===== config.mk =====
export PLATFORM = sky130hd
export DESIGN_NAME = joy_serial_mp
export DESIGN_NICKNAME = d
export VERILOG_FILES = /design/src/rtl/joy_serial_mp.sv
export SDC_FILE = /design/constraint.sdc
export NUM_CORES = 1
export LEC_CHECK = 0
export BUFFER_PORTS_ARGS = -buffer_cell sky130_fd_sc_hd__buf_2
export CORE_ASPECT_RATIO = 1.1
export CORE_MARGIN = 5
export CORE_UTILIZATION = 55
export CTS_CLUSTER_DIAMETER = 120
export DETAILED_ROUTE_END_ITERATION = 6
export PLACE_DENSITY = 0.85
export SYNTH_ARGS = -nofsm -noshare
export SYNTH_HDL_FRONTEND = slang
export SYNTH_SLANG_ARGS = --single-unit

===== constraint.sdc =====
create_clock -name clk -period 3.01 [get_ports clk]
set_input_delay 0.301 -clock clk [delete_from_list [all_inputs] [get_ports clk]]
set_output_delay 0.301 -clock clk [all_outputs]
set_load 0.005 [all_outputs]

===== src/rtl/joy_serial_mp.sv =====
// ---------------------------------------------------------------------------------------------
// joy_serial_mp -- parametrised serial joystick reader for the UserIO port.
//
// Drives a daisy-chain of 74HC165-style shift registers (one per player) and deserialises
// PLAYERS*BITS button bits per frame. Buttons on the wire are active-low; the committed word
// is active-high and only ever changes as a whole frame, together with a one-clk frame_done.
//
// Frame sequence: GAP (idle ticks) -> LOAD (parallel load, one tick) -> SHIFT (two ticks per
// bit, one tick for the last bit) -> COMMIT (one clk). All timing is in units of a shift tick
// of DIV clk cycles. Frame period with enable held high is DIV*(2*N+GAP)+1 clks.
//
// Parameters:
//   PLAYERS  number of chained adapters/players (1..4)
//   BITS     bits per player (1..16)
//   DIV      clk cycles per shift tick (>= 2)
//   GAP      idle ticks between frames (>= 1)
//
// Ports:
//   clk         in   system clock, rising edge
//   reset_n     in   asynchronous active-low reset
//   enable      in   allows a new frame to start (checked only when the gap expires)
//   joy_data    in   serial data from the chain, pressed button reads 0
//   joy_load    out  active-low parallel load to the chain
//   joy_clk     out  shift clock to the chain, idles low
//   joystick    out  committed buttons, active-high, player p bit b at index p*BITS+b
//   frame_done  out  one-clk pulse each time a frame commits
//
// Optional feature (compile-time macro JOY_SERIAL_DEBOUNCE_EN):
//   When defined, a frame is committed only if it matches the previous frame, so a change
//   shows up after two identical consecutive frames. frame_done still pulses every frame.
// ---------------------------------------------------------------------------------------------

module joy_serial_mp #(
    parameter int unsigned PLAYERS = 2,
    parameter int unsigned BITS    = 12,
    parameter int unsigned DIV     = 24,
    parameter int unsigned GAP     = 1000
) (
    input  logic                      clk,
    input  logic                      reset_n,
    input  logic                      enable,
    input  logic                      joy_data,
    output logic                      joy_load,
    output logic                      joy_clk,
    output logic [PLAYERS*BITS-1:0]   joystick,
    output logic                      frame_done
);

    localparam int unsigned N    = PLAYERS * BITS;
    localparam int unsigned CntW = $clog2(DIV);
    localparam int unsigned BitW = $clog2(N) + 1;
    localparam int unsigned GapW = $clog2(GAP + 1);

    localparam logic [CntW-1:0] TickLast = CntW'(DIV - 1);
    localparam logic [BitW-1:0] BitLast  = BitW'(N - 1);
    localparam logic [GapW-1:0] GapLast  = GapW'(GAP - 1);

    typedef enum logic [1:0] {
        StGap,
        StLoad,
        StShift,
        StCommit
    } state_e;

    state_e          state_q;
    logic [CntW-1:0] div_cnt_q;   // clk cycles within the current tick
    logic [GapW-1:0] gap_cnt_q;   // ticks spent in GAP, saturates at GAP-1
    logic [BitW-1:0] bit_idx_q;   // index of the bit being shifted in
    logic            phase_b_q;   // 0: waiting to sample, 1: joy_clk high
    logic [N-1:0]    shadow_q;    // raw (active-low) bits of the frame in progress
`ifdef JOY_SERIAL_DEBOUNCE_EN
    logic [N-1:0]    prev_shadow_q;
`endif

    logic tick;
    assign tick = (div_cnt_q == TickLast);

    always_ff @(posedge clk or negedge reset_n) begin
        if (!reset_n) begin
            state_q       <= StGap;
            div_cnt_q     <= '0;
            gap_cnt_q     <= '0;
            bit_idx_q     <= '0;
            phase_b_q     <= 1'b0;
            shadow_q      <= '1;
`ifdef JOY_SERIAL_DEBOUNCE_EN
            prev_shadow_q <= '1;
`endif
            joy_load      <= 1'b1;
            joy_clk       <= 1'b0;
            joystick      <= '0;
            frame_done    <= 1'b0;
        end else begin
            frame_done <= 1'b0;
            // Free-running tick divider. Every state change except COMMIT->GAP happens on a
            // tick, where the counter wraps to 0 anyway, so only that exit clears it.
            div_cnt_q  <= tick ? '0 : div_cnt_q + CntW'(1);

            unique case (state_q)
                StGap: begin
                    if (tick) begin
                        if (gap_cnt_q == GapLast) begin
                            // Gap expired: start a frame if allowed, else hold and re-check
                            // on every following tick.
                            if (enable) begin
                                state_q   <= StLoad;
                                joy_load  <= 1'b0;
                                gap_cnt_q <= '0;
                            end
                        end else begin
                            gap_cnt_q <= gap_cnt_q + GapW'(1);
                        end
                    end
                end

                StLoad: begin
                    if (tick) begin
                        state_q   <= StShift;
                        joy_load  <= 1'b1;
                        bit_idx_q <= '0;
                        phase_b_q <= 1'b0;
                    end
                end

                StShift: begin
                    if (tick) begin
                        if (!phase_b_q) begin
                            for (int k = 0; k < int'(N); k++) begin
                                if (bit_idx_q == BitW'(k)) begin
                                    shadow_q[k] <= joy_data;
                                end
                            end
                            if (bit_idx_q == BitLast) begin
                                // No clock after the last bit; the chain is reloaded next
                                // frame anyway.
                                state_q <= StCommit;
                            end else begin
                                joy_clk   <= 1'b1;
                                phase_b_q <= 1'b1;
                            end
                        end else begin
                            joy_clk   <= 1'b0;
                            phase_b_q <= 1'b0;
                            bit_idx_q <= bit_idx_q + BitW'(1);
                        end
                    end
                end

                StCommit: begin
`ifdef JOY_SERIAL_DEBOUNCE_EN
                    if (shadow_q == prev_shadow_q) begin
                        joystick <= ~shadow_q;
                    end
                    prev_shadow_q <= shadow_q;
`else
                    joystick <= ~shadow_q;
`endif
                    frame_done <= 1'b1;
                    state_q    <= StGap;
                    gap_cnt_q  <= '0;
                    div_cnt_q  <= '0;
                end

                default: begin
                    state_q <= StGap;
                end
            endcase
        end
    end

endmodule


Yosys cells after proc, flatten, opt, wreduce, memory -nomap -nowiden:

Index checks and enable logic that the tools add are counted.
W data, S select, Z words.

* memories kept: 0
* memory bits (read-only): 0
* bits in registers: 75
* output and inout bits: 27
* latch bits: 0
* RAM bits: 0
* input port bits: 4

* divide/modulo/power cells: 0
* add/sub/neg operators: 3
* eq/ne operators: 38
* multipliers: 0
* shifts and indexed selects: 0
* reduce and logical (&&, ||, !) cells: 35
* bitwise logic cells: 2
* $lt $le $gt $ge: 0
* multiplexer cells: 31

Operator list (number)
* $reduce_and A4 Y1: 25
* $eq A6 B4 Y1 const B: 8
* $eq A6 B5 Y1 const B: 8
* $mux W10: 3
* $eq A6 B3 Y1 const B: 4
* $not A24 Y24: 1
* $pmux W10 S2: 1
* $mux W6: 3
* $ne A2 B2 Y1 const B: 9
* $mux W2: 7
* $eq A6 B2 Y1 const B: 2
* $pmux W6 S2: 1
* $mux W1: 11
* $add A10 B1 Y10 const B: 1
* $eq A10 B10 Y1 const B: 1
* $mux W5: 2
* $reduce_and A3 Y1: 3
* $pmux W2 S4: 1
* $reduce_and A7 Y1: 1
* $add A6 B1 Y6 const B: 1
* $eq A6 B1 Y1 const B: 1
* $logic_not A6 Y1: 1
* $reduce_bool A2 Y1: 3
* $add A5 B1 Y5 const B: 1
* other kinds (8): 10

Depth between registers and ports, before layout:

Gate-level depths: netlist of the first run.

* depth after elaboration: 5
* mapped depth: 8
* gate-level depth less buffers: 6

Worst setup path after synthesis of the first run:

No wires, ideal clock.

* kind: reg-to-reg
* start point: reg gap_cnt_q[3]
* end point: reg state_q[1]
* cell stages (with the launch flop): 6
* slack: 969 ps
* data required time: 2882 ps
* arrival time: 1913 ps
* period minus slack after synthesis: 2041 ps
* cells stage by stage: dfrtp_1 or3b_4 or4_4 o21ai_2 a21boi_2 mux2_1

* word-level cells in the longest chain between the ends: 3

RTL lines
* start, declared: RTL line 67 `logic [GapW-1:0] gap_cnt_q;`
* start signal, assigned: RTL line 111 `gap_cnt_q <= gap_cnt_q + GapW'(1);`
* $eq A10 B10 Y1: RTL line 102 `if (gap_cnt_q == GapLast) begin`
* $ne A2 B2 Y1 (no source line)
* $reduce_and A7 Y1 (no source line)
* end signal, assigned: RTL line 106 `state_q <= StLoad;`
* end signal, assigned: RTL line 118 `state_q <= StShift;`
* end signal, assigned: RTL line 136 `state_q <= StCommit;`
* end, declared: RTL line 65 `state_e state_q;`

Every way passes these cells.
A chain may end at the register's enable or synchronous reset.

Worst setup path after layout of the first run:

* start point: reg bit_idx_q[2]
* end point: reg state_q[1]

* word-level cells in the longest chain between the ends: 3

RTL lines
* start, declared: RTL line 68 `logic [BitW-1:0] bit_idx_q;`
* start signal, assigned: RTL line 144 `bit_idx_q <= bit_idx_q + BitW'(1);`
* $eq A6 B5 Y1: RTL line 133 `if (bit_idx_q == BitLast) begin`
* $ne A2 B2 Y1 (no source line)
* $reduce_and A7 Y1 (no source line)
* end signal, assigned: RTL line 136
* end signal, assigned: RTL line 159 `state_q <= StGap;`
* end signal, assigned: RTL line 165 `state_q <= StGap;`

Every way passes these cells.

==> flow_summary_export.csv, run 1 <==
group,metric,value,unit
status,status,"finished clean",
setup_path,r2r_start,"bit_idx_q[2]",
synth,seq_area_frac_synth,0.564,
synth,ys_warn_count,0,
die,start_util,0.557,
power,powerDensity,477,nW/um2
die,core-area,6080,um2
grt,grt_overflow,0,
clock_tree,cts_made_buffers,9,
clock_tree,clk_pin_slew,80,ps
clock_tree,postCtsSetupBuffers,0,
synth,netlist.area_leader.share,0.370,
synth,postSynth.asyncResetShare,1.00,
power,leakagePower,0.00169,uW
placement,io_buffers,30,
route,vias,2413,
clock_tree,cts_hold_buf,0,
sta,worst_pin_slew,813,ps
synth,synth_top_cell_by_area,"dfrtp_1",
grt,busiest_layer,"met2",
synth,yosysMostFrequentCell,"dfrtp_1",
grt,grt_max_degree,50,
clock_tree,tritoncts,"yes",
placement,dp_hpwl,4.52,mm
clock_tree,clock_path_buffers,2,
grt,antenna_found_initial,0,
flow_run,drv_cap,0,
power,ir_drop,0.000273,V
sta,skew,14.1,ps
setup_path,cp-startpoint,"bit_idx_q[2]",
sta,hold_viol,0,
sta,period_share,0.715,
synth,synth_nets,326,
sta,holdWs,32.1,ps
grt,gr-usage-met2,0.317,
hold_path,hold_path.class,"in2async",
sta,rsz0062_at_grt,"no",
sta,timing.fmax,465,MHz
grt,grt_use_total,0.184,
cells_and_area,final_nets,357,
placement,gp_congestion,0.860,
sta,tns,0,ps
synth,ys_ff_latch,75,
route,drc,0,
grt,groute.layer.met3.usage,0.0427,
placement,dpl_worst_slack,877,ps
synth,synth_edf_count,0,
setup_path,cp-start-kind,"flop",
route,drtIter0Drc,161,
cells_and_area,drive_gt1_frac,0.293,
route,postRouteAntennaNets,0,
die,fp.dieW,84.8,um
sta,worst_slack,859,ps
cells_and_area,area_delta_synth_final,12.4,%
setup_path,crit_required,3240,ps
route,finalWirelength,6.61,mm
synth,yosys.cell_types.count,41,
die,fp.dieH,92.3,um
sta,finalMaxSlewViolations,0,
die,rows,30,
setup_path,crit_fanout,12,
die,num_io_pins,31,
clock_tree,cts_resized,0,
route,first_pass_iters,4,
synth,synthFlopType,"dfrtp_1",
setup_path,cp.arrival,2380,ps
sta,finalSetupViolations,0,
grt,grt.met1_usage,0.221,
setup_path,endpoint_kind,"flop",
route,wire_per_inst,15.4,um
cells_and_area,fin_util,0.626,
cells_and_area,diodes,0,
die,die_area,7830,um2
grt,first_global_vias,2420,
synth,syn-mean-instance-area,10.9,um2
clock_tree,clkSinkCount,75,
sta,max_slew_margin,0.458,
setup_path,worstSetupPathType,"reg2reg",
route,viasPerCell,5.64,
clock_tree,root_buffer,"clkbuf_8",
synth,synth_commonest_cells,"dfrtp_1, nand2_1, o21ai_0, nor2_1",
clock_tree,clk_latency,350,ps
clock_tree,h-tree-depth,3,
synth,netlist_instances,312,
setup_path,r2r_cells,5,
grt,grt_pass1_wl,11.5,mm
synth,synth_area,3390,um2
sta,period_minus_slack,2150,ps
synth,synth_area_leaders,"dfrtp_1, dfstp_2, mux2_2",
-- sequential cells by signal (all words and copies together) (netlist names) --
signal,flops
bit_idx_q,6
frame_done,1
joy_load,1
shadow_q,24
phase_b_q,1
joystick,24
div_cnt_q,5
joy_clk,1
gap_cnt_q,10
state_q,2
-- per-layer routing --
metal	routed length [um]	vias up
li1	-	1159
met1	2740	1191
met2	3440	53
met3	338	10
met4	89	0
met5	0	-
-- per-stage QoR --
step / total power (uW) / cell area (um2) / instances
after floorplan: 1040 / 3390 / 312
after global placement: 1070 / 3610 / 412
after detailed placement: 1070 / 3610 / 412
after CTS: 1830 / 3810 / 428
after global routing: 1890 / 3810 / 428
final: 1820 / 3810 / 428
-- power by group --
group | switching, uW | internal (uW)
clock network | 360 | 406
registers | 2.34 | 1020
logic | 24.8 | 6.70
-- layout make-up --
class,count,area [um2]
Clock buffer,12,145
Clock inverter,4,52.6
Fill cell,505,2270
Inverter,8,30.0
Multi-Input combinational cell,216,1400
Sequential cell,75,1910
Tap cell,80,100
Timing Repair Buffer,33,173
-- logic make-up (layout without fill, tap and decap cells) --
| kind of cell | Yosys count | in the layout | share of synthesized area |
|---|---|---|---|
| mux | 26 | 26 | 0.0865 |
| fa+ha+maj | 10 | 10 | 0.0370 |
| xor+xnor | 5 | 5 | 0.0129 |
| buf+inv | 21 | 57 | 0.0236 |
| compound gates | 56 | 56 | 0.103 |
| flops | 75 | 75 | 0.564 |
| simple gates | 119 | 119 | 0.174 |
-- layout by cell type, fill, tap and decap left out, types with 4 or more instances in the layout --
cell type  instances
nand3_1           14
nor2b_1            4
nand2_1           40
ha_1              10
nor3_1            10
o31ai_1            4
clkbuf_8          10
a21oi_1            5
nor2_1            27
dfrtp_1           50
inv_1              8
xor2_1             4
nand4_1            4
buf_2             30
dfstp_2           25
o21ai_0           32
mux2_2            25
-- critical path, stage by stage, from the launching register on --
cell and delay, ps:
dfrtp_1 580, nor2b_1 350, nand4b_1 210, or3_1 370, a21boi_2 180, mux2_1 330
-- path summary, 6_finish.rpt --
path	to	slack, ps
max reg2reg	state_q[1]	860
min in group clk	div_cnt_q[0]	480
max in group asynchronous	shadow_q[0]	2140
min	joystick[5]	30
min reg2reg	div_cnt_q[0]	480
max	state_q[1]	860
No activity file was read; power rests on OpenSTA's default activity.
==> run 2: changes to the inputs <==
CORE_UTILIZATION = 53   (was 55)
clock period = 1.9 ns   (was 3.01 ns; I/O delays follow)
==> flow_summary_export.csv, run 2 (synthesis results as in run 1) <==
group,metric,value,unit
cells_and_area,multiInputGateArea,1460,um2
flow_run,drv_cap,0,
sta,max_slew_margin,0.746,
cells_and_area,fin_area,4140,um2
power,powerDensity,689,nW/um2
sta,finalSetupViolations,2,
setup_path,critPathSlowestCell,"or4_4",
placement,io_buffers,30,
sta,finalMaxSlewViolations,0,
clock_tree,clk_pin_slew,80,ps
route,wire_per_inst,15.2,um
placement,place_area,3820,um2
route,drtIter0Drc,160,
cells_and_area,top_regs,"joystick (24), shadow_q (24), gap_cnt_q (10)",
cells_and_area,area_delta_synth_final,22.3,%
die,fp.dieH,93.8,um
sta,period_share,1.06,
setup_path,crit_required,2140,ps
setup_path,cpPeakStageDelay,560,ps
cells_and_area,final-seq-area,1910,um2
die,rows,30,
power,leakagePower,0.00189,uW
route,first_pass_iters,4,
route,viasPerCell,5.53,
placement,dp_cells,438,
die,num_io_pins,31,
sta,worst_slack,-106,ps
status,violations,"negative setup slack",
clock_tree,clk_latency,360,ps
sta,holdWs,273,ps
placement,gp_congestion,0.811,
status,status,"finished, violations left",
setup_path,worstSetupPathType,"reg2reg",
grt,antenna_found_initial,0,
setup_path,cp-start-kind,"flop",
route,postRouteAntennaNets,0,
sta,period_minus_slack,2010,ps
grt,grt_overflow,0,
die,die_area,8090,um2
clock_tree,tritoncts,"yes",
setup_path,endpoint_kind,"flop",
sta,hold_viol,0,
sta,timing.fmax,499,MHz
setup_path,cp.arrival,2240,ps
cells_and_area,fin_cells,463,
cells_and_area,fin_util,0.669,
die,core-area,6190,um2
sta,rsz0062_at_grt,"yes",
sta,worst_pin_slew,380,ps
power,ir_drop,0.000441,V
clock_tree,h-tree-depth,3,
clock_tree,clock_path_buffers,2,
cells_and_area,diodes,0,
route,drc,0,
placement,dp_hpwl,4.76,mm
grt,grt_use_total,0.185,
grt,first_global_vias,2562,
sta,skew,12.4,ps
setup_path,crit_fanout,3,
die,start_util,0.547,
grt,grt_pass1_wl,11.7,mm
hold_path,hold_path.class,"in2async",
clock_tree,clkSinkCount,75,
route,finalWirelength,7.03,mm
grt,grt_max_degree,61,
cells_and_area,final_nets,392,
die,fp.dieW,86.2,um
setup_path,path_cells,"ha_2, nand4b_1, or4_4, o21ai_2, a21boi_4, mux2_4",
route,vias,2561,
clock_tree,root_buffer,"clkbuf_8",
cells_and_area,fill_cells,473,
cells_and_area,layout_commonest_cell,"dfrtp_1",
cells_and_area,drive_gt1_frac,0.389,
cells_and_area,layout_common_cells,"dfrtp_1, nand2_1, buf_4",
clock_tree,cts_made_buffers,9,
## run 2: cell types whose count changed in the layout (fill, tap and decap cells not counted), moves of 2 or more
cell and change:
buf_4 +32, clkinv_2 +2, mux2_4 +2, nand2_1 -2, nand2_2 +2, nor3_1 -2, nor3_2 +2
## run 2: cell type report
| class | instances | area share |
|---|---|---|
| clock buffers | 11 | 0.0317 |
| clock inverters | 5 | 0.0133 |
| inverters | 8 | 0.00725 |
| multi-input cells | 216 | 0.353 |
| flip-flops and latches | 75 | 0.461 |
| well taps | 80 | 0.0242 |
| repair buffers | 68 | 0.110 |
## run 2: power breakdown
group | internal (uW) | leakage (uW) | total, uW | switching, uW
clock network | 603 | 0.0000893 | 1190 | 584
registers | 1610 | 0.000938 | 1610 | 3.54
logic | 14.2 | 0.000863 | 53.7 | 39.5
## run 2: path summary, 6_finish.rpt
| check | startpoint | endpoint | slack (ps) | cells past startpoint |
|---|---|---|---|---|
| setup / recovery | div_cnt_q[1] | state_q[1] | -110 | 6 |
| hold / removal | reset_n | joystick[16] | 270 | 2 |
| setup reg to reg | div_cnt_q[1] | state_q[1] | -110 | 6 |
| hold reg to reg | joystick[9] | joystick[9] | 480 | 2 |
| max in group asynchronous | reset_n | shadow_q[7] | 950 | 3 |
| min in group clk | joy_data | shadow_q[20] | 360 | 2 |
## run 2: worst max-delay path: cells and delay by family (launching register included)
kind            cells  cell delay (ps)
compound gates      2              290
flops               1              380
fa+ha+maj           1              200
simple gates        2              710
mux                 1              310
## run 2: timing repair
item                                    CTS  global route
gates resized for setup                   1            15
setup buffers                             4             4
endpoints found under the hold margin    15             0
pin swaps                                 2             6
hold buffers                              1             0
endpoints found under the setup margin   11            34
## run 2: stage by stage
step           setup TNS, ps  setup WS (ps)  power [uW]
2_1_floorplan          -65.6          -65.6        1650
3_3_place_gp           -9.84          -9.84        1690
3_5_place_dp            -143          -95.9        1700
4_1_cts                 -102          -85.6        2880
5_1_grt                 -358           -151        2960
6_report                -161           -106        2860
## run 2: per-layer routing
layer | vias to the layer above | GRT usage | part of all wire
met3 | 11 | 0.0482 | 0.039
met5 | - | 0 | 0
met4 | 0 | 0.0740 | 0.016
met2 | 40 | 0.326 | 0.53
met1 | 1278 | 0.212 | 0.41
li1 | 1232 | - | -
